### src/rtl/romtile_arb.sv
// romtile_arb: round-robin tile-ROM read server.
// NCH requesters share one synchronous ROM port (read latency LAT). Each grant
// issues a registered ROM read, a LAT+1 deep tag pipeline follows the read, and
// the returned W-bit word is expanded into W 4-bit pixel fields on the ack cycle.
// Optional feature: define ROMTILE_HFLIP_EN to add the per-channel hflip input,
// which reverses the pixel field order for that read.
module romtile_arb #(
  parameter int NCH = 2,
  parameter int AW  = 13,
  parameter int W   = 4,
  parameter int LAT = 1
) (
  input  logic              clk,
  input  logic              rst,
  input  logic [NCH-1:0]    req,
  input  logic [NCH*AW-1:0] addr,
`ifdef ROMTILE_HFLIP_EN
  input  logic [NCH-1:0]    hflip,
`endif
  output logic [NCH-1:0]    ack,
  output logic [4*W-1:0]    data,
  output logic              rom_rd,
  output logic [AW-2:0]     rom_addr,
  input  logic [W-1:0]      rom_data
);

  localparam int PW = (NCH > 1) ? $clog2(NCH) : 1;

  function automatic logic [NCH-1:0] onehot(input logic [PW-1:0] i);
    onehot    = '0;
    onehot[i] = 1'b1;
  endfunction

  logic [PW-1:0]   ptr_q, ptr_d;
  logic [NCH-1:0]  busy_q, busy_d;
  logic [NCH-1:0]  ack_q, ack_d;
  logic [4*W-1:0]  data_q, data_d;
  logic            rom_rd_q, rom_rd_d;
  logic [AW-2:0]   rom_addr_q, rom_addr_d;
  logic [LAT:0]    tv_q, tv_d;
  logic [PW-1:0]   tch_q [LAT+1];
  logic [PW-1:0]   tch_d [LAT+1];

  logic            gnt_any;
  logic [PW-1:0]   gnt_id;
  logic [NCH-1:0]  elig;
  logic [AW-1:0]   a_g;
  int unsigned     idx;
  logic            flip;
  logic [4*W-1:0]  pix_nf;

  // Round-robin search: first eligible channel at or after the pointer
  always_comb begin
    elig    = req & ~busy_q;
    gnt_any = 1'b0;
    gnt_id  = '0;
    idx     = 0;
    for (int unsigned off = 0; off < NCH; off++) begin
      idx = (32'(ptr_q) + off) % NCH;
      if (!gnt_any && elig[PW'(idx)]) begin
        gnt_any = 1'b1;
        gnt_id  = PW'(idx);
      end
    end
  end

  // Pick the granted channel's address
  always_comb begin
    a_g = '0;
    for (int unsigned i = 0; i < NCH; i++) begin
      if (gnt_id == PW'(i)) a_g = addr[i*AW +: AW];
    end
  end

  // Pixel expansion: pixel 0 (low field) comes from the ROM MSB
  for (genvar k = 0; k < W; k++) begin : g_exp
    assign pix_nf[4*k +: 4] = {3'b000, rom_data[W-1-k]};
  end

`ifdef ROMTILE_HFLIP_EN
  logic [LAT:0]   tfl_q, tfl_d;
  logic [4*W-1:0] pix_fl;

  for (genvar k = 0; k < W; k++) begin : g_expf
    assign pix_fl[4*k +: 4] = {3'b000, rom_data[k]};
  end

  // hflip travels alongside the tag of its read
  always_comb begin
    tfl_d = {tfl_q[LAT-1:0], hflip[gnt_id]};
    flip  = tfl_q[LAT];
  end

  // hflip tag register
  always_ff @(posedge clk) begin
    if (rst) tfl_q <= '0;
    else     tfl_q <= tfl_d;
  end
`else
  assign flip = 1'b0;
`endif

  // Next state: pointer, busy mask, ROM strobe, tag shift and ack/data stage
  always_comb begin
    ptr_d      = ptr_q;
    busy_d     = busy_q & ~ack_q;
    rom_rd_d   = gnt_any;
    rom_addr_d = rom_addr_q;
    tv_d       = {tv_q[LAT-1:0], gnt_any};
    tch_d[0]   = gnt_id;
    for (int unsigned j = 1; j <= LAT; j++) tch_d[j] = tch_q[j-1];
    ack_d      = '0;
    data_d     = data_q;
    if (gnt_any) begin
      ptr_d      = (32'(gnt_id) == NCH - 1) ? '0 : gnt_id + 1'b1;
      busy_d     = busy_d | onehot(gnt_id);
      rom_addr_d = {a_g[AW-1:5], a_g[2:0], ~a_g[4]};
    end
    if (tv_q[LAT]) begin
      ack_d  = onehot(tch_q[LAT]);
`ifdef ROMTILE_HFLIP_EN
      data_d = flip ? pix_fl : pix_nf;
`else
      data_d = flip ? '0 : pix_nf;
`endif
    end
  end

  // State registers
  always_ff @(posedge clk) begin
    if (rst) begin
      ptr_q      <= '0;
      busy_q     <= '0;
      ack_q      <= '0;
      data_q     <= '0;
      rom_rd_q   <= 1'b0;
      rom_addr_q <= '0;
      tv_q       <= '0;
      for (int unsigned j = 0; j <= LAT; j++) tch_q[j] <= '0;
    end else begin
      ptr_q      <= ptr_d;
      busy_q     <= busy_d;
      ack_q      <= ack_d;
      data_q     <= data_d;
      rom_rd_q   <= rom_rd_d;
      rom_addr_q <= rom_addr_d;
      tv_q       <= tv_d;
      for (int unsigned j = 0; j <= LAT; j++) tch_q[j] <= tch_d[j];
    end
  end

  assign ack      = ack_q;
  assign data     = data_q;
  assign rom_rd   = rom_rd_q;
  assign rom_addr = rom_addr_q;

endmodule

### config.mk
export PLATFORM = sky130hd
export DESIGN_NAME = romtile_arb
export DESIGN_NICKNAME = d
export VERILOG_FILES = /design/src/rtl/romtile_arb.sv
export SDC_FILE = /design/constraint.sdc
export NUM_CORES = 1
export LEC_CHECK = 0
export CAP_MARGIN = 10
export CORE_ASPECT_RATIO = 0.6
export CORE_MARGIN = 4
export CORE_UTILIZATION = 40
export CTS_CLUSTER_SIZE = 25
export DETAILED_ROUTE_END_ITERATION = 16
export PLACE_DENSITY = 0.89
export SLEW_MARGIN = 0
export SYNTH_ARGS = -nofsm -noshare
export SYNTH_HDL_FRONTEND = slang
export SYNTH_SLANG_ARGS = --single-unit
### constraint.sdc
create_clock -name clk -period 1.3 [get_ports clk]
set_input_delay 0.26 -clock clk [delete_from_list [all_inputs] [get_ports clk]]
set_output_delay 0.26 -clock clk [all_outputs]
set_load 0.02 [all_outputs]
---- After elaboration in Yosys (flattened, before gate mapping) ----
Memory sizes are Yosys's and may differ from the RTL's.
Index checks and enable logic that the tools add are counted.
word-level totals
  word-level logic and storage cells ...... 50
  bits of input ports ..................... 34
  output and inout port bits .............. 31
  RAM bits ................................ 2
  memories kept ........................... 1
  bits in registers ....................... 24
  bits in latches ......................... 0
  memory bits (read-only) ................. 0
operators by class
  add/subtract/negate cells ............... 2
  multiply operators ...................... 0
  mux-type cells .......................... 20
  bitwise logic cells ..................... 9
  reductions and logical operators ........ 5
  divide/modulo/power cells ............... 0
  equal/unequal tests ..................... 0
  order comparisons ....................... 6
  shift operators ......................... 0
memory list
  name   depth  width  read ports  clocked after Yosys merged registers in  wr ports  RTL line  RTL
  tch_q  2      1      2           0                                        2         41        logic [PW-1:0] tch_q [LAT+1];
operator list
  operator                                                  count
  two-way mux 1 bit                                         16
  two-way mux 13 bit                                        1
  < comparator 1 x 2 -> 1 bit, second input constant        4
  bitwise AND 2 bit                                         2
  inverter 2 bit                                            2
  logical AND 1 bit                                         3
  adder 1 bit, second input constant                        2
  demux 1 bit (select 1 bit)                                2
  greater-or-equal comparator 1 bit, second input constant  2
  two-way mux 2 bit                                         1
  inverter 1 bit                                            2
  OR 1 bit                                                  2
  OR 2 bit                                                  1
  OR reduction 2 bit                                        1
  zero test 1 bit                                           1

---- Logic depth before layout (Yosys ltp) ----
Gate-level depths: netlist of the first run.
  depth after elaboration ................. 14
  mapped depth ............................ 4
  mapped depth without buffers ............ 3

---- Least setup slack after synthesis of the first run ----
Ideal clock, no wire load.
  path type ............................... flip-flop to flip-flop
  start ................................... reg ptr_q
  end ..................................... reg rom_addr_q[0], in the netlist rom_addr[0]
  arrival ................................. 1.005 ns
  data required time ...................... 1.183 ns
  period minus slack after synthesis ...... 1.122 ns
  library setup time ...................... 0.117 ns
  path buffers ............................ 1
  slack ................................... 0.178 ns
  stages on the path, launching flop included .. 5
  cell sequence ........................... dfxtp_1 nor3b_2 buf_4 o21ai_1 a32o_1
between the ends
  longest elaborated chain between the ends .. 8
  elaborated cells on any way between the ends .. 13
  those cells by class .................... add/sub: 1; mux: 9; bitwise: 1; reduce/logical: 2
ends and longest elaborated chain
  item                                                   RTL line  RTL
  start, declared                                        34        logic [PW-1:0] ptr_q, ptr_d;
  start signal, assigned                                 141       ptr_q <= ptr_d;
  two-way mux 1 bit (not written as such) (2 in series)  60        if (!gnt_any && elig[PW'(idx)]) begin
  two-way mux 1 bit                                      60
  zero test 1 bit                                        60
  logical AND 1 bit                                      60
  two-way mux 1 bit                                      60
  two-way mux 13 bit                                     71        if (gnt_id == PW'(i)) a_g = addr[i*AW +: AW];
  inverter 1 bit                                         117       rom_addr_d = {a_g[AW-1:5], a_g[2:0], ~a_g[4]};
  end signal, assigned                                   146       rom_addr_q <= rom_addr_d;
  end, declared                                          39        logic [AW-2:0] rom_addr_q, rom_addr_d;
Parallel ways exist; a longest one is shown, timed or not. The select of a mux whose other input is x is not followed.
A chain may end at the register's enable or synchronous reset.

---- Worst setup path after layout of the first run ----
  start ................................... reg ack_q[0], in the netlist ack[0]
  end ..................................... out ack[0]
RTL lines
  item                    RTL line  RTL
  start, declared         36        logic [NCH-1:0] ack_q, ack_d;
  start signal, assigned  143       ack_q <= ack_d;
  end, declared           20        output logic [NCH-1:0] ack,
No word-level cell between the ends.

==> results.sh, run 1 <==
export IMPL_drtAntennaViolNets=0
export IMPL_holdCritPathClass="register to register"
export IMPL_cts_sinks=25
export IMPL_fin_skew_ns=0.00231
export IMPL_slew_viol_final=0
export IMPL_synth_seq_area_share_pct=38.7
export IMPL_fin_crit_sh_pct=96.0
export IMPL_worst_path_stages=1
export IMPL_combinationalPowerShare_pct=31.6
export IMPL_grt_pass1_wl_um=5670
export IMPL_crit_chain="clkdlybuf4s15_1"
export IMPL_syn2layout_area_growth_pct=48.2
export IMPL_num_antenna_cells=0
export IMPL_via_per_inst=5.07
export IMPL_die_h_um=52.1
export IMPL_numCtsBuffers=3
export IMPL_cellLeakagePower_nw=0.896
export IMPL_whs_path_depth=1
export IMPL_outcome="complete, no violations"
export IMPL_fin_total_pwr_mw=2.00
export IMPL_die_area_sq_um=4240
export IMPL_final_hold_violation_count=0
export IMPL_dpl_worst_slack_ns=-0.608
export IMPL_antenna_found_initial=0
export IMPL_rr_worst_depth=4
export IMPL_overflow=0
export IMPL_synthCells=124
export IMPL_layout_setup_ws_ns=0.0518
export IMPL_drcViolationCount=0
export IMPL_critPathSlowestCell="dfxtp_1"
export IMPL_cp_num_buf_inv=1
export IMPL_io_pins=65
export IMPL_met1Wirelength_um=1610
export IMPL_wl_met2_um=1660
export IMPL_arrival_ns=0.99
export IMPL_initialDrtViolationCount=68
export IMPL_route_vias_total=1135
export IMPL_placementRows=15
export IMPL_drtPass1Iterations=4
export IMPL_power_density_nw_per_um2=1040
export IMPL_wl_per_cell_um=16.1
export IMPL_rsz0062_at_grt="false"
export IMPL_critPathLaunchType="register"
export IMPL_hpwl_um=2630
export IMPL_p_sw_share_pct=31.9
export IMPL_path_clk_slew_ns=0.09
export IMPL_clock_path_buffers=2
export IMPL_clk_latency_ns=0.27
export IMPL_grt_total_usage_pct=18.0
export IMPL_p_switching_uw=638
export IMPL_power_frac_clock_pct=23.5
export IMPL_die_w_um=81.4
export IMPL_critical_path_class="register to primary output"
export IMPL_seq_power_share_pct=44.9
export IMPL_setup_violations=0
export IMPL_crit_required_ns=1.04
export IMPL_clockRootBuffer="clkbuf_8"
export IMPL_routed_wl_um=3620
export IMPL_cts_tree="yes"
export IMPL_fin_crit_ns=1.25
export IMPL_final_nets=217
export IMPL_netlist_area_sq_um=1290
export IMPL_critPathTopFamily="flip-flops"
export IMPL_ir_drop_v=0.000536
export IMPL_place_congestion=0.792
export IMPL_utilization_pct=64.2
export IMPL_ys_ff_latch=25
export IMPL_port_buffers=50
export IMPL_grt_max_degree=22
export IMPL_end_kind="primary output"
export IMPL_fin_tns_setup_ns=0
export IMPL_layout_commonest_cell="clkdlybuf4s50_1"
export IMPL_yosysWarnings=0
export IMPL_crit_fanout=2
export IMPL_coreArea_sq_um=2980
export IMPL_dp_cells=215
export IMPL_stdcell_count=224
export IMPL_layout_common_cells="28 x clkdlybuf4s50_1, 23 x dfxtp_1, 21 x dlygate4sd2_1"
export IMPL_top_layer_used="met4"
export IMPL_cts_htree_levels=1
export IMPL_fmax_ghz=0.801
export IMPL_met3_length_um=270
export IMPL_grt_pass1_vias=1191
export IMPL_cpPeakStageDelay_ns=0.38
export IMPL_internal_power_mw=1.36
export IMPL_yosysUniqueCellTypes=31
export IMPL_max_cap_violations=0
export IMPL_drive_above_1_share_pct=20.3
export IMPL_start_util_pct=43.4
export IMPL_avgSynthCellArea_sq_um=10.4
==> flip-flops by register name (all words and copies together), names as in the netlist <==
signal	count
busy_q	2
tv_q	2
ack	2
ptr_q	1
rom_addr	12
tch_q	2
data	4
==> worst register-to-register path: stages (launching register included) <==
cell and delay, ns:
dfxtp_2 0.37, nor2b_4 0.07, buf_4 0.17, a2111oi_0 0.41, a211o_1 0.16
==> path summary, 6_finish.rpt <==
check / slack [ns] / start / end
min reg2reg: 0.44 / tch_q[0][1] / ack[0]
max: 0.05 / ack[0] / ack[0]
max reg2reg: 0.08 / busy_q[1] / rom_addr[9]
min: 0.44 / tch_q[0][1] / ack[0]
==> through the flow <==
| stage | hold slack [ns] | instance area (sq um) |
|---|---|---|
| 3_3_place_gp | 0.397 | 1800 |
| 4_1_cts | 0.443 | 1910 |
| 6_report | 0.443 | 1920 |
| 5_1_grt | 0.461 | 1920 |
| 2_1_floorplan | 0.390 | 1340 |
| 3_5_place_dp | 0.428 | 1800 |
==> kinds of logic (layout without fill, tap and decap cells) <==
logic type	Yosys count	in the layout	share of synthesized area, %
AOI/OAI and AO/OA	28	28	22.4
buffers and inverters	34	80	16.5
DFF	25	25	38.7
muxes	4	4	3.09
other	1	12	0.290
and+or+nand+nor	32	33	19.0
==> cells in the mapped netlist (all sizes together) <==
| cell | instances | share of area (%) |
|---|---|---|
| dfxtp | 25 | 39 |
| buf | 22 | 13 |
| a2111oi | 11 | 12 |
| a211o | 11 | 7.4 |
| inv | 11 | 3.2 |
| nor4b | 11 | 7.4 |
| nor2 | 7 | 2.0 |
| mux2i | 4 | 3.1 |
| nor2b | 4 | 2.5 |
| nand2b | 3 | 2.6 |
| a21oi | 2 | 0.77 |
| nor3b | 2 | 1.5 |
| a211oi | 1 | 0.58 |
| a22o | 1 | 0.68 |
| a32o | 1 | 0.77 |
| and3b | 1 | 0.68 |
| clkbuf | 1 | 0.29 |
| conb | 1 | 0.29 |
| nand2 | 1 | 0.29 |
| nand3 | 1 | 0.39 |
| nor3 | 1 | 0.77 |
| o21ai | 1 | 0.39 |
| or3b | 1 | 0.68 |
==> layout make-up <==
| cell class | count | area, sq um |
|---|---|---|
| repair buffers | 65 | 602 |
| flip-flops and latches | 25 | 503 |
| multi-input cells | 77 | 673 |
| fillers | 223 | 1070 |
| well taps | 42 | 52.6 |
| inverters | 11 | 41.3 |
| clock buffers | 4 | 45.0 |
==> routing by layer <==
metal  track usage, %  vias to the layer above
li1                 -                      544
met2             28.8                       50
met4             8.43                        0
met5                0                        -
met1             22.1                      533
met3             5.71                        8
==> power by group through the flow <==
| stage | sequential [mW] | clock (mW) | combinational, mW |
|---|---|---|---|
| 2_1_floorplan | 0.963 | 0 | 0.316 |
| 3_3_place_gp | 0.905 | 0 | 0.589 |
| 3_5_place_dp | 0.908 | 0 | 0.607 |
| 4_1_cts | 0.896 | 0.474 | 0.621 |
| 5_1_grt | 0.908 | 0.512 | 0.673 |
| 6_report | 0.899 | 0.470 | 0.632 |
==> what timing repair did <==
action	4_1_cts	5_1_grt
hold buffers	0	0
gates resized for setup	33	4
pin swaps	1	0
endpoints found under the setup margin	32	8
setup buffers	4	0
gates cloned	1	0
(Power assumes the default switching activity.)
==> run 2: changes to the inputs <==
--- a/config.mk
+++ b/config.mk
@@ -12,7 +12,8 @@
 export CTS_CLUSTER_SIZE = 25
 export DETAILED_ROUTE_END_ITERATION = 16
 export PLACE_DENSITY = 0.89
-export SLEW_MARGIN = 0
+export SLEW_MARGIN = 20
 export SYNTH_ARGS = -nofsm -noshare
 export SYNTH_HDL_FRONTEND = slang
 export SYNTH_SLANG_ARGS = --single-unit
+export TNS_END_PERCENT = 50
==> run 2 against run 1 <==
Net effect: cell area rose by 0.65%; largest cell class unchanged; sequential share of layout area fell by 0.17 points; sequential power barely moved; critical path type unchanged.
==> results.sh, run 2 (synthesis results as in run 1) <==
export IMPL_min_to="ack[0]"
export IMPL_layout_commonest_cell="clkdlybuf4s50_1"
export IMPL_holdCritPathClass="register to register"
export IMPL_max_cap_violations=0
export IMPL_fillers=222
export IMPL_cp_num_buf_inv=1
export IMPL_cts_tree="yes"
export IMPL_clockRootBuffer="clkbuf_8"
export IMPL_numCtsBuffers=3
export IMPL_wl_per_cell_um=16.1
export IMPL_grt_pass1_wl_um=5670
export IMPL_drcViolationCount=0
export IMPL_final_hold_violation_count=0
export IMPL_crit_fanout=2
export IMPL_fmax_ghz=0.802
export IMPL_multi_input_area_sq_um=686
export IMPL_drtAntennaViolNets=0
export IMPL_setup_violations=0
export IMPL_critPathLaunchType="register"
export IMPL_finalInstanceArea_sq_um=1930
export IMPL_cellLeakagePower_nw=0.896
export IMPL_fin_total_pwr_mw=2.01
export IMPL_cpPeakStageDelay_ns=0.38
export IMPL_dpl_cell_area_sq_um=1800
export IMPL_initialDrtViolationCount=52
export IMPL_reg2reg_setup_slack_ns=0.08
export IMPL_final_nets=217
export IMPL_drtPass1Iterations=4
export IMPL_whs_path_depth=1
export IMPL_syn2layout_area_growth_pct=49.1
export IMPL_routed_wl_um=3600
export IMPL_grt_total_usage_pct=18.0
export IMPL_route_vias_total=1130
export IMPL_dp_cells=215
export IMPL_worstReg2RegStart="busy_q[1]"
export IMPL_dpl_worst_slack_ns=-0.608
export IMPL_cts_htree_levels=1
export IMPL_layout_setup_ws_ns=0.0527
export IMPL_die_h_um=52.1
export IMPL_fin_tns_setup_ns=0
export IMPL_grt_max_degree=22
export IMPL_arrival_ns=0.99
export IMPL_clk_latency_ns=0.27
export IMPL_outcome="complete, no violations"
export IMPL_critPathTopFamily="flip-flops"
export IMPL_coreArea_sq_um=2980
export IMPL_antenna_found_initial=0
export IMPL_start_util_pct=43.4
export IMPL_hpwl_um=2630
export IMPL_hold_slack_ns=0.443
export IMPL_grt_pass1_vias=1191
export IMPL_overflow=0
export IMPL_layout_common_cells="28 x clkdlybuf4s50_1, 23 x dfxtp_1, 21 x dlygate4sd2_1"
export IMPL_die_area_sq_um=4240
export IMPL_io_pins=65
export IMPL_via_per_inst=5.04
export IMPL_clock_path_buffers=2
export IMPL_end_kind="primary output"
export IMPL_slew_viol_final=0
export IMPL_r2r_end="rom_addr[9]"
export IMPL_cts_sinks=25
export IMPL_holdBufCountCts=0
export IMPL_crit_chain="clkdlybuf4s15_1"
export IMPL_ir_drop_v=0.000536
export IMPL_utilization_pct=64.7
export IMPL_placementRows=15
export IMPL_rr_worst_depth=4
export IMPL_path_clk_slew_ns=0.08
export IMPL_drive_above_1_share_pct=20.3
export IMPL_port_buffers=50
export IMPL_critical_path_class="register to primary output"
export IMPL_critPathSlowestCell="dfxtp_1"
export IMPL_largest_reg_flops=12
export IMPL_hold_start="tch_q[0][1]"
export IMPL_num_antenna_cells=0
export IMPL_fin_crit_ns=1.25
export IMPL_rsz0062_at_grt="false"
export IMPL_fin_crit_sh_pct=95.9
export IMPL_power_density_nw_per_um2=1040
export IMPL_place_congestion=0.792
export IMPL_stdcell_count=224
export IMPL_crit_required_ns=1.04
export IMPL_die_w_um=81.4
export IMPL_fin_skew_ns=0.00194
export IMPL_seqCellArea_sq_um=503
-- run 2: cell counts in the layout (fill, tap and decap cells not counted) --
No cell type changed its count.
-- run 2: metal layers --
metal | vias up | GRT usage, % | part of all wire, %
li1 | 544 | - | -
met5 | - | 0 | 0
met1 | 523 | 22.1 | 44
met4 | 0 | 8.43 | 2.6
met2 | 53 | 28.8 | 46
met3 | 10 | 5.71 | 7.8
-- run 2: worst max-delay path by stage --
stage             endpoint  cells after the start      start
2_1_floorplan  rom_addr[0]                      4      ptr_q
3_3_place_gp   rom_addr[8]                      4     req[0]
3_5_place_dp   rom_addr[1]                      4     req[0]
4_1_cts        rom_addr[8]                      4  busy_q[1]
5_1_grt             ack[0]                      1     ack[0]
6_report            ack[0]                      1     ack[0]
-- run 2: what timing repair did --
action	CTS	global route
buffers inserted	4	0
gates cloned	1	0
pin swaps	1	0
endpoints found under the setup margin	32	8
gates resized for setup	33	5
-- run 2: area by class of cell --
class | count | share of cell area [%]
well taps | 42 | 2.72
multi-input cells | 77 | 35.5
repair buffers | 65 | 31.2
inverters | 11 | 2.14
clock buffers | 4 | 2.33
flip-flops and latches | 25 | 26.1
-- run 2: power by group --
| part | total [mW] | switching (mW) | internal, mW |
|---|---|---|---|
| Combinational | 0.638 | 0.333 | 0.305 |
| Clock | 0.469 | 0.249 | 0.220 |
| Sequential | 0.899 | 0.0583 | 0.841 |
| Total | 2.01 | 0.641 | 1.37 |
